### src/rtl/apb3_debug_slave_v2.sv
// rtl/apb3_debug_slave_v2.sv - APB3 debug slave: run control, PC/INSTR, breakpoints, GPR handshake
//
// Optional feature macro: APB_DBG_TIMEOUT_EN (GPR handshake timeout; off by default).
//
// Ports:
//   clk, rst              sole clock, synchronous active-high reset
//   apb                   APB3 slave port (apb3_debug_slave_v2_if.slave)
//   dbg_*_req             single-cycle halt/resume/step/reset command pulses
//   dbg_halted/_cause     CPU halted flag and halt cause
//   dbg_pc_*              PC write strobe/data, PC read value
//   dbg_instr             current instruction
//   dbg_reg_*             GPR request/ack handshake
//   bp_addr, bp_en        breakpoint comparator addresses (packed) and enables
package apb3_debug_slave_v2_pkg;
  localparam int XLEN           = 32;
  localparam int ILEN           = 32;
  localparam int REG_ADDR_WIDTH = 5;

  typedef enum logic [3:0] {
    HC_NONE    = 4'd0,
    HC_EBREAK  = 4'd1,
    HC_BREAKPT = 4'd2,
    HC_STEP    = 4'd3,
    HC_HALTREQ = 4'd4,
    HC_RESET   = 4'd5
  } halt_cause_e;
endpackage

module apb3_debug_slave_v2
  import apb3_debug_slave_v2_pkg::*;
#(
  parameter int NUM_BP         = 2,
  parameter int TIMEOUT_CYCLES = 64
) (
  input  logic                       clk,
  input  logic                       rst,
  apb3_debug_slave_v2_if.slave       apb,
  output logic                       dbg_halt_req,
  output logic                       dbg_resume_req,
  output logic                       dbg_step_req,
  output logic                       dbg_reset_req,
  input  logic                       dbg_halted,
  input  halt_cause_e                dbg_halt_cause,
  output logic                       dbg_pc_we,
  output logic [XLEN-1:0]            dbg_pc_wdata,
  input  logic [XLEN-1:0]            dbg_pc_rdata,
  input  logic [ILEN-1:0]            dbg_instr,
  output logic                       dbg_reg_req,
  output logic                       dbg_reg_we,
  output logic [REG_ADDR_WIDTH-1:0]  dbg_reg_addr,
  output logic [XLEN-1:0]            dbg_reg_wdata,
  input  logic                       dbg_reg_ack,
  input  logic [XLEN-1:0]            dbg_reg_rdata,
  output logic [NUM_BP*XLEN-1:0]     bp_addr,
  output logic [NUM_BP-1:0]          bp_en
);

  localparam logic [3:0] NUM_BP_L = 4'(NUM_BP);

  typedef enum logic [1:0] {
    ST_IDLE = 2'd0,
    ST_REQ  = 2'd1,
    ST_RESP = 2'd2
  } gpr_state_e;

  gpr_state_e state_q, state_d;

  // Register state
  logic [3:0]                   cmd_q;
  logic [NUM_BP-1:0]            bp_en_q;
  logic [NUM_BP-1:0][XLEN-1:0]  bp_addr_q;
  logic [7:0]                   halt_cnt_q;
  logic                         halted_q;

  // GPR transaction state
  logic [REG_ADDR_WIDTH-1:0]    gpr_addr_q;
  logic                         gpr_we_q;
  logic [XLEN-1:0]              gpr_wdata_q;
  logic [XLEN-1:0]              rdata_q;
  logic                         rerr_q;
  logic                         timeout;

  // Address decode
  logic [9:0]  word;
  logic        sel_ctrl, sel_status, sel_pc, sel_instr, sel_bpen, sel_bp, sel_gpr;
  logic [2:0]  bp_idx;
  logic        bp_ok, mapped, bad;
  logic        access, idle_acc, gpr_start, reg_ok, reg_err;
  logic        halt_rise;
  logic [31:0] status_word, rd_mux, rd_bp;

  always_comb begin
    word       = apb.paddr[11:2];
    sel_ctrl   = (word == 10'h000);
    sel_status = (word == 10'h001);
    sel_pc     = (word == 10'h002);
    sel_instr  = (word == 10'h003);
    sel_bpen   = (word == 10'h004);
    sel_bp     = (word[9:3] == 7'b0000010);
    bp_idx     = word[2:0];
    bp_ok      = sel_bp && ({1'b0, bp_idx} < NUM_BP_L);
    sel_gpr    = (word[9:5] == 5'b01000);
    mapped     = sel_ctrl | sel_status | sel_pc | sel_instr | sel_bpen | bp_ok | sel_gpr;
    // GPR access of either direction needs a halted CPU to service it, so a
    // running CPU turns it into an immediate error rather than a hung bus.
    bad        = !mapped
               | (apb.pwrite & (sel_status | sel_instr))
               | (((sel_pc & apb.pwrite) | sel_gpr) & !dbg_halted);
    access     = apb.psel & apb.penable & !rst;
    idle_acc   = access & (state_q == ST_IDLE);
    gpr_start  = idle_acc & sel_gpr & dbg_halted;
    reg_ok     = idle_acc & !bad & !sel_gpr;
    reg_err    = idle_acc & bad;
    halt_rise  = dbg_halted & !halted_q;
  end

  assign status_word = {16'b0, halt_cnt_q, 4'(dbg_halt_cause), 2'b0, !dbg_halted, dbg_halted};

  always_comb begin
    rd_bp = '0;
    for (int i = 0; i < NUM_BP; i++) begin
      if (bp_idx == 3'(i)) rd_bp = bp_addr_q[i];
    end
  end

  always_comb begin
    rd_mux = '0;
    if (sel_status)     rd_mux = status_word;
    else if (sel_pc)    rd_mux = dbg_pc_rdata;
    else if (sel_instr) rd_mux = dbg_instr;
    else if (sel_bpen)  rd_mux = 32'(bp_en_q);
    else if (bp_ok)     rd_mux = rd_bp;
  end

  // Register file, command pulses and halt-edge counter
  always_ff @(posedge clk) begin
    if (rst) begin
      cmd_q      <= '0;
      bp_en_q    <= '0;
      bp_addr_q  <= '0;
      halt_cnt_q <= '0;
      // Capture the current level so a CPU already halted at reset is not
      // counted as a fresh halt edge.
      halted_q   <= dbg_halted;
    end else begin
      halted_q <= dbg_halted;
      cmd_q    <= (reg_ok && apb.pwrite && sel_ctrl) ? apb.pwdata[3:0] : 4'h0;
      if (reg_ok && apb.pwrite && sel_bpen) bp_en_q <= apb.pwdata[NUM_BP-1:0];
      for (int i = 0; i < NUM_BP; i++) begin
        if (reg_ok && apb.pwrite && bp_ok && (bp_idx == 3'(i))) bp_addr_q[i] <= apb.pwdata;
      end
      // A halt edge coinciding with the clearing read is kept, not lost.
      if (reg_ok && !apb.pwrite && sel_status) halt_cnt_q <= {7'b0, halt_rise};
      else if (halt_rise && (halt_cnt_q != 8'hFF)) halt_cnt_q <= halt_cnt_q + 8'd1;
    end
  end

  assign dbg_halt_req   = cmd_q[0];
  assign dbg_resume_req = cmd_q[1];
  assign dbg_step_req   = cmd_q[2];
  assign dbg_reset_req  = cmd_q[3];
  assign bp_en          = bp_en_q;
  assign bp_addr        = bp_addr_q;
  assign dbg_pc_wdata   = apb.pwdata;

`ifdef APB_DBG_TIMEOUT_EN
  logic [9:0] to_cnt_q;

  always_ff @(posedge clk) begin
    if (rst || (state_q != ST_REQ)) to_cnt_q <= '0;
    else                            to_cnt_q <= to_cnt_q + 10'd1;
  end

  assign timeout = (state_q == ST_REQ) && (to_cnt_q == 10'(TIMEOUT_CYCLES - 1));
`else
  logic unused_timeout;
  assign unused_timeout = ^10'(TIMEOUT_CYCLES);
  assign timeout        = 1'b0;
`endif

  logic unused_paddr;
  assign unused_paddr = ^apb.paddr[1:0];

  // GPR FSM: state register
  always_ff @(posedge clk) begin
    if (rst) state_q <= ST_IDLE;
    else     state_q <= state_d;
  end

  // GPR FSM: next state
  always_comb begin
    state_d = state_q;
    case (state_q)
      ST_IDLE: if (gpr_start) state_d = ST_REQ;
      ST_REQ: begin
        // A dropped psel abandons the transfer; dbg_halted is deliberately
        // not consulted so an in-flight handshake always completes.
        if (!apb.psel)                 state_d = ST_IDLE;
        else if (dbg_reg_ack || timeout) state_d = ST_RESP;
      end
      ST_RESP: state_d = ST_IDLE;
      default: state_d = ST_IDLE;
    endcase
  end

  // GPR transaction capture
  always_ff @(posedge clk) begin
    if (rst) begin
      gpr_addr_q  <= '0;
      gpr_we_q    <= 1'b0;
      gpr_wdata_q <= '0;
      rdata_q     <= '0;
      rerr_q      <= 1'b0;
    end else begin
      if (gpr_start) begin
        gpr_addr_q  <= word[4:0];
        gpr_we_q    <= apb.pwrite;
        gpr_wdata_q <= apb.pwdata;
      end
      if (state_q == ST_REQ) begin
        if (dbg_reg_ack) begin
          rdata_q <= gpr_we_q ? '0 : dbg_reg_rdata;
          rerr_q  <= 1'b0;
        end else if (timeout) begin
          rdata_q <= '0;
          rerr_q  <= 1'b1;
        end
      end
    end
  end

  assign dbg_reg_we    = gpr_we_q;
  assign dbg_reg_addr  = gpr_addr_q;
  assign dbg_reg_wdata = gpr_wdata_q;

  // GPR FSM + register response: outputs
  always_comb begin
    apb.pready  = 1'b0;
    apb.pslverr = 1'b0;
    apb.prdata  = '0;
    dbg_reg_req = 1'b0;
    dbg_pc_we   = 1'b0;
    case (state_q)
      ST_IDLE: begin
        if (reg_ok) begin
          apb.pready = 1'b1;
          apb.prdata = apb.pwrite ? 32'h0 : rd_mux;
          dbg_pc_we  = apb.pwrite & sel_pc;
        end else if (reg_err) begin
          apb.pready  = 1'b1;
          apb.pslverr = 1'b1;
        end
      end
      ST_REQ: dbg_reg_req = 1'b1;
      ST_RESP: begin
        if (access) begin
          apb.pready  = 1'b1;
          apb.pslverr = rerr_q;
          apb.prdata  = rdata_q;
        end
      end
      default: ;
    endcase
  end

endmodule
### src/rtl/apb3_debug_slave_v2_if.sv
// rtl/apb3_debug_slave_v2_if.sv - APB3 request/response bundle for the debug slave
//
// Signals: paddr[11:0], psel, penable, pwrite, pwdata[31:0] (requester -> slave)
//          prdata[31:0], pready, pslverr                    (slave -> requester)
// Modports: master (bus requester), slave (debug block).
interface apb3_debug_slave_v2_if;
  logic [11:0] paddr;
  logic        psel;
  logic        penable;
  logic        pwrite;
  logic [31:0] pwdata;
  logic [31:0] prdata;
  logic        pready;
  logic        pslverr;

  modport master (
    output paddr, psel, penable, pwrite, pwdata,
    input  prdata, pready, pslverr
  );

  modport slave (
    input  paddr, psel, penable, pwrite, pwdata,
    output prdata, pready, pslverr
  );
endinterface

### src/flat_wrapper.sv
// flat-port wrapper written by rule: the top's interface ports become plain ports
module apb3_debug_slave_v2_flat import apb3_debug_slave_v2_pkg::*;
#(
  parameter int NUM_BP         = 2,
  parameter int TIMEOUT_CYCLES = 64
)
  (clk, rst, dbg_halt_req, dbg_resume_req, dbg_step_req, dbg_reset_req, dbg_halted, dbg_halt_cause, dbg_pc_we, dbg_pc_wdata, dbg_pc_rdata, dbg_instr, dbg_reg_req, dbg_reg_we, dbg_reg_addr, dbg_reg_wdata, dbg_reg_ack, dbg_reg_rdata, bp_addr, bp_en, apb_paddr, apb_psel, apb_penable, apb_pwrite, apb_pwdata, apb_prdata, apb_pready, apb_pslverr);
  apb3_debug_slave_v2_if apb_i ();
  input  logic clk;
  input  logic rst;
  output logic dbg_halt_req;
  output logic dbg_resume_req;
  output logic dbg_step_req;
  output logic dbg_reset_req;
  input  logic dbg_halted;
  input  halt_cause_e dbg_halt_cause;
  output logic dbg_pc_we;
  output logic [XLEN-1:0] dbg_pc_wdata;
  input  logic [XLEN-1:0] dbg_pc_rdata;
  input  logic [ILEN-1:0] dbg_instr;
  output logic dbg_reg_req;
  output logic dbg_reg_we;
  output logic [REG_ADDR_WIDTH-1:0] dbg_reg_addr;
  output logic [XLEN-1:0] dbg_reg_wdata;
  input  logic dbg_reg_ack;
  input  logic [XLEN-1:0] dbg_reg_rdata;
  output logic [NUM_BP*XLEN-1:0] bp_addr;
  output logic [NUM_BP-1:0] bp_en;
  input wire logic [$bits(apb_i.paddr)-1:0] apb_paddr;
  input wire logic [$bits(apb_i.psel)-1:0] apb_psel;
  input wire logic [$bits(apb_i.penable)-1:0] apb_penable;
  input wire logic [$bits(apb_i.pwrite)-1:0] apb_pwrite;
  input wire logic [$bits(apb_i.pwdata)-1:0] apb_pwdata;
  output wire logic [$bits(apb_i.prdata)-1:0] apb_prdata;
  output wire logic [$bits(apb_i.pready)-1:0] apb_pready;
  output wire logic [$bits(apb_i.pslverr)-1:0] apb_pslverr;
  assign apb_i.paddr = apb_paddr;
  assign apb_i.psel = apb_psel;
  assign apb_i.penable = apb_penable;
  assign apb_i.pwrite = apb_pwrite;
  assign apb_i.pwdata = apb_pwdata;
  assign apb_prdata = apb_i.prdata;
  assign apb_pready = apb_i.pready;
  assign apb_pslverr = apb_i.pslverr;
  apb3_debug_slave_v2 #(.NUM_BP(NUM_BP), .TIMEOUT_CYCLES(TIMEOUT_CYCLES)) u_core (.clk(clk), .rst(rst), .apb(apb_i), .dbg_halt_req(dbg_halt_req), .dbg_resume_req(dbg_resume_req), .dbg_step_req(dbg_step_req), .dbg_reset_req(dbg_reset_req), .dbg_halted(dbg_halted), .dbg_halt_cause(dbg_halt_cause), .dbg_pc_we(dbg_pc_we), .dbg_pc_wdata(dbg_pc_wdata), .dbg_pc_rdata(dbg_pc_rdata), .dbg_instr(dbg_instr), .dbg_reg_req(dbg_reg_req), .dbg_reg_we(dbg_reg_we), .dbg_reg_addr(dbg_reg_addr), .dbg_reg_wdata(dbg_reg_wdata), .dbg_reg_ack(dbg_reg_ack), .dbg_reg_rdata(dbg_reg_rdata), .bp_addr(bp_addr), .bp_en(bp_en));
endmodule
### config.mk
export PLATFORM = sky130hd
export DESIGN_NAME = apb3_debug_slave_v2_flat
export DESIGN_NICKNAME = d
export VERILOG_FILES = /design/src/rtl/apb3_debug_slave_v2.sv /design/src/rtl/apb3_debug_slave_v2_if.sv /design/src/flat_wrapper.sv
export SDC_FILE = /design/constraint.sdc
export NUM_CORES = 1
export LEC_CHECK = 0
export ABC_CLOCK_PERIOD_IN_PS = 9000
export CAP_MARGIN = 30
export CORE_MARGIN = 2
export CORE_UTILIZATION = 36
export CTS_CLUSTER_SIZE = 8
export DETAILED_ROUTE_END_ITERATION = 8
export PLACE_DENSITY_LB_ADDON = 0.05
export SYNTH_ARGS = -nofsm -noshare
export SYNTH_HDL_FRONTEND = slang
export SYNTH_SLANG_ARGS = --single-unit
### constraint.sdc
create_clock -name clk -period 9 [get_ports clk]
set_input_delay 2.25 -clock clk [delete_from_list [all_inputs] [get_ports clk]]
set_output_delay 2.25 -clock clk [all_outputs]
set_load 0.02 [all_outputs]
==> impl_metrics.csv <==
group,metric,value,unit
run,drv_cap,0,
yosys,yosys.cell_types.count,61,
yosys,synth_area_leader_cell,"dfxtp_1",
die,dieArea,24070,um^2
yosys,synth.net_count,1165,
final_layout,final_cells,1532,
critical_path,startpoint_type,"input port",
yosys,yosys-top-cells-area,"dfxtp_1, a21oi_1, o21ai_0",
grt,grt_pass1_wl,50190,um
sta,setup-violations-final,0,
die,die_h,155.1,um
critical_path,critical_path.max_stage_delay,0.93,ns
critical_path,critPathKind,"in -> out",
power,total_leakage_power,3.770,nW
grt,gr-total-overflow,0,
detailed_routing,dr_total_vias,8789,
sta,tightest_slew,1.055,ns
yosys,ys_seq_area_share,36.76,%
yosys,synth_ff_type,"dfxtp_1",
sta,fmax,0.1304,GHz
sta,fin_tns_setup,0,ns
yosys,syn_area_per_cell,8.117,um^2
clock_tree,cts_sinks,151,
outcome,status,"completed",
final_layout,nets,1386,
clock_tree,cts_setup_buffers,0,
place,post-dp-hpwl,23010,um
die,dieWidth,155.1,um
critical_path,endpoint_kind,"primary output",
power,p_per_area,133.2,nW/um^2
sta,period_minus_slack,7.668,ns
yosys,syn-cell-area,8223,um^2
power,peakVddDrop,0.1449,mV
clock_tree,clock_latency,0.43,ns
clock_tree,cts_resized,0,
grt,track_usage,26.64,%
clock_tree,numCtsBuffers,17,
critical_path,cp.buffers_inverters,2,
clock_tree,path_clk_slew,0.07,ns
critical_path,crit_required,6.75,ns
critical_path,crit_family,"simple AND/OR/NAND/NOR gates",
sta,fin_hold_ws,0.4576,ns
die,coreArea,22500,um^2
clock_tree,cts_buffer_depth,2,
detailed_routing,drt_iter0_drc,713,
yosys,synth_edf_count,0,
worst_hold_path,hp-class,"reg -> reg",
final_layout,layout_common_cells,"clkdlybuf4s50_1, a21oi_1, dfxtp_1, o21ai_0, nand4_1",
die,io_pins,327,
clock_tree,cts_hold_buf,0,
grt,grt_max_degree,66,
final_layout,syn_to_final_growth,45.94,%
clock_tree,htree_levels,4,
grt,antenna_found_initial,0,
sta,fin_skew,0.01919,ns
yosys,synth_top_area_share,36.76,%
final_layout,n_antenna_cell,0,
yosys,synth_seq_cells,151,
die,initial_core_util,36.54,%
yosys,synthCells,1013,
detailed_routing,routedWlPerCell,21.71,um
sta,slew_headroom,29.50,%
final_layout,nFillCells,2195,
critical_path,worstPathArrival,5.42,ns
critical_path,crit_fanout,65,
detailed_routing,ant_nets,0,
sta,final_max_slew_viol_count,0,
critical_path,rrSetupSlack,6.69,ns
critical_path,slowest_stage,"or4_4",
yosys,ys.warnings.count,0,
place,gp_congestion,0.8607,
detailed_routing,wirelength,33260,um
final_layout,final_common_cell,"clkdlybuf4s50_1",
detailed_routing,drt_drc_violations_left,0,
final_layout,final_layout_size_suffix_gt1_share,8.500,%
clock_tree,tritoncts,"done",
detailed_routing,vias_per_cell,5.737,
final_layout,fin_area,12000,um^2
yosys,synth-async-reset-ratio,0,%
clock_tree,clockRootBuffer,"clkbuf_16",
die,rows,55,
grt,grt_pass1_vias,8240,
detailed_routing,drt_first_pass_iters,5,
place,port_buffers,324,
sta,post-route-period-util,85.20,%
place,place_area,11370,um^2
place,dp_cells,1500,
critical_path,crit_chain,"clkdlybuf4s50_1 > or4_4 > or4_4 > nor3_1 > a32o_1 > clkdlybuf4s50_1",
sta,hold_viol,0,
sta,rsz0062_at_grt,"no",
==> final timing paths <==
kind	start	endpoint	cells past startpoint
setup / recovery	apb_paddr[11]	apb_prdata[6]	6
hold / removal	u_core.rdata_q[27]$_SDFFE_PP0P_	u_core.rdata_q[27]$_SDFFE_PP0P_	2
hold reg to reg	u_core.rdata_q[27]$_SDFFE_PP0P_	u_core.rdata_q[27]$_SDFFE_PP0P_	2
setup reg to reg	u_core.state_q[0]$_SDFFE_PP0P_	u_core.bp_addr[41]$_SDFFE_PP0P_	5
==> power by group <==
part           switching (mW)  total, mW  internal, mW
Combinational          0.0925      0.183        0.0910
Sequential           0.000901      0.670         0.669
Clock                   0.342      0.745         0.403
==> kinds of logic (layout without fill, tap and decap cells) <==
kind of cell               count (synthesis)  in the layout  synth area share (%)
muxes                                     27             27                 3.302
DFF                                      151            151                 36.76
xor gates and xnor gates                   4              4                0.4261
AOI/OAI and AO/OA                        379            379                 29.73
and+or+nand+nor                          287            287                 20.05
adders and majority gates                  1              1                0.1521
buffers and inverters                    164            398                 9.571
==> cell usage after synthesis (all sizes together) (14+ instances only) <==
master	instances
a21oi	151
a22oi	18
a32oi	14
buf	51
clkbuf	96
dfxtp	151
inv	17
mux2i	26
nand2	57
nand2b	14
nand3	42
nand3b	38
nand4	65
nor2	24
nor3	14
o21ai	90
o2bb2ai	18
o31ai	41
==> area by class of cell <==
| type | count | area [um^2] | share of cell area, % |
|---|---|---|---|
| Tap cell | 285 | 356.6 | 2.972 |
| Clock inverter | 15 | 207.7 | 1.731 |
| Timing Repair Buffer | 349 | 3456 | 28.80 |
| Inverter | 17 | 63.81 | 0.5317 |
| Sequential cell | 151 | 3023 | 25.19 |
| Clock buffer | 17 | 425.4 | 3.545 |
| Multi-Input combinational cell | 698 | 4468 | 37.23 |
==> through the flow <==
step	total power, mW	utilization [%]	setup slack [ns]
3_5_place_dp	0.8662	50.51	1.324
2_1_floorplan	0.7642	-	2.484
6_report	1.598	53.33	1.332
5_1_grt	1.650	53.33	1.179
4_1_cts	1.609	53.33	1.324
3_3_place_gp	0.8654	50.30	1.327
==> worst register-to-register path: cells and delay by family, from the launching register on <==
kind	cells	cell delay, ns
buffers and inverters	1	0.61
flip-flops	1	0.32
AND/OR/NAND/NOR	2	0.70
AO/OA/AOI/OAI	2	0.63
==> flip-flops by register name, indices dropped and copies added, names as in the netlist <==
| signal | cells |
|---|---|
| u_core.dbg_reg_addr | 5 |
| u_core.dbg_reg_we | 1 |
| u_core.dbg_reg_wdata | 32 |
| u_core.state_q | 2 |
| u_core.bp_en | 2 |
| u_core.halted_q | 1 |
| u_core.cmd_q | 4 |
| u_core.halt_cnt_q | 8 |
| u_core.rdata_q | 32 |
| u_core.bp_addr | 64 |
==> per-layer routing <==
| metal | global-route usage, % | vias to the layer above | share of wire, % |
|---|---|---|---|
| li1 | - | 4188 | - |
| met1 | 38.07 | 4228 | 46 |
| met2 | 41.48 | 356 | 45 |
| met3 | 5.850 | 17 | 7.6 |
| met4 | 5.115 | 0 | 1.0 |
| met5 | 0 | - | 0 |
(Power assumes the default switching activity.)
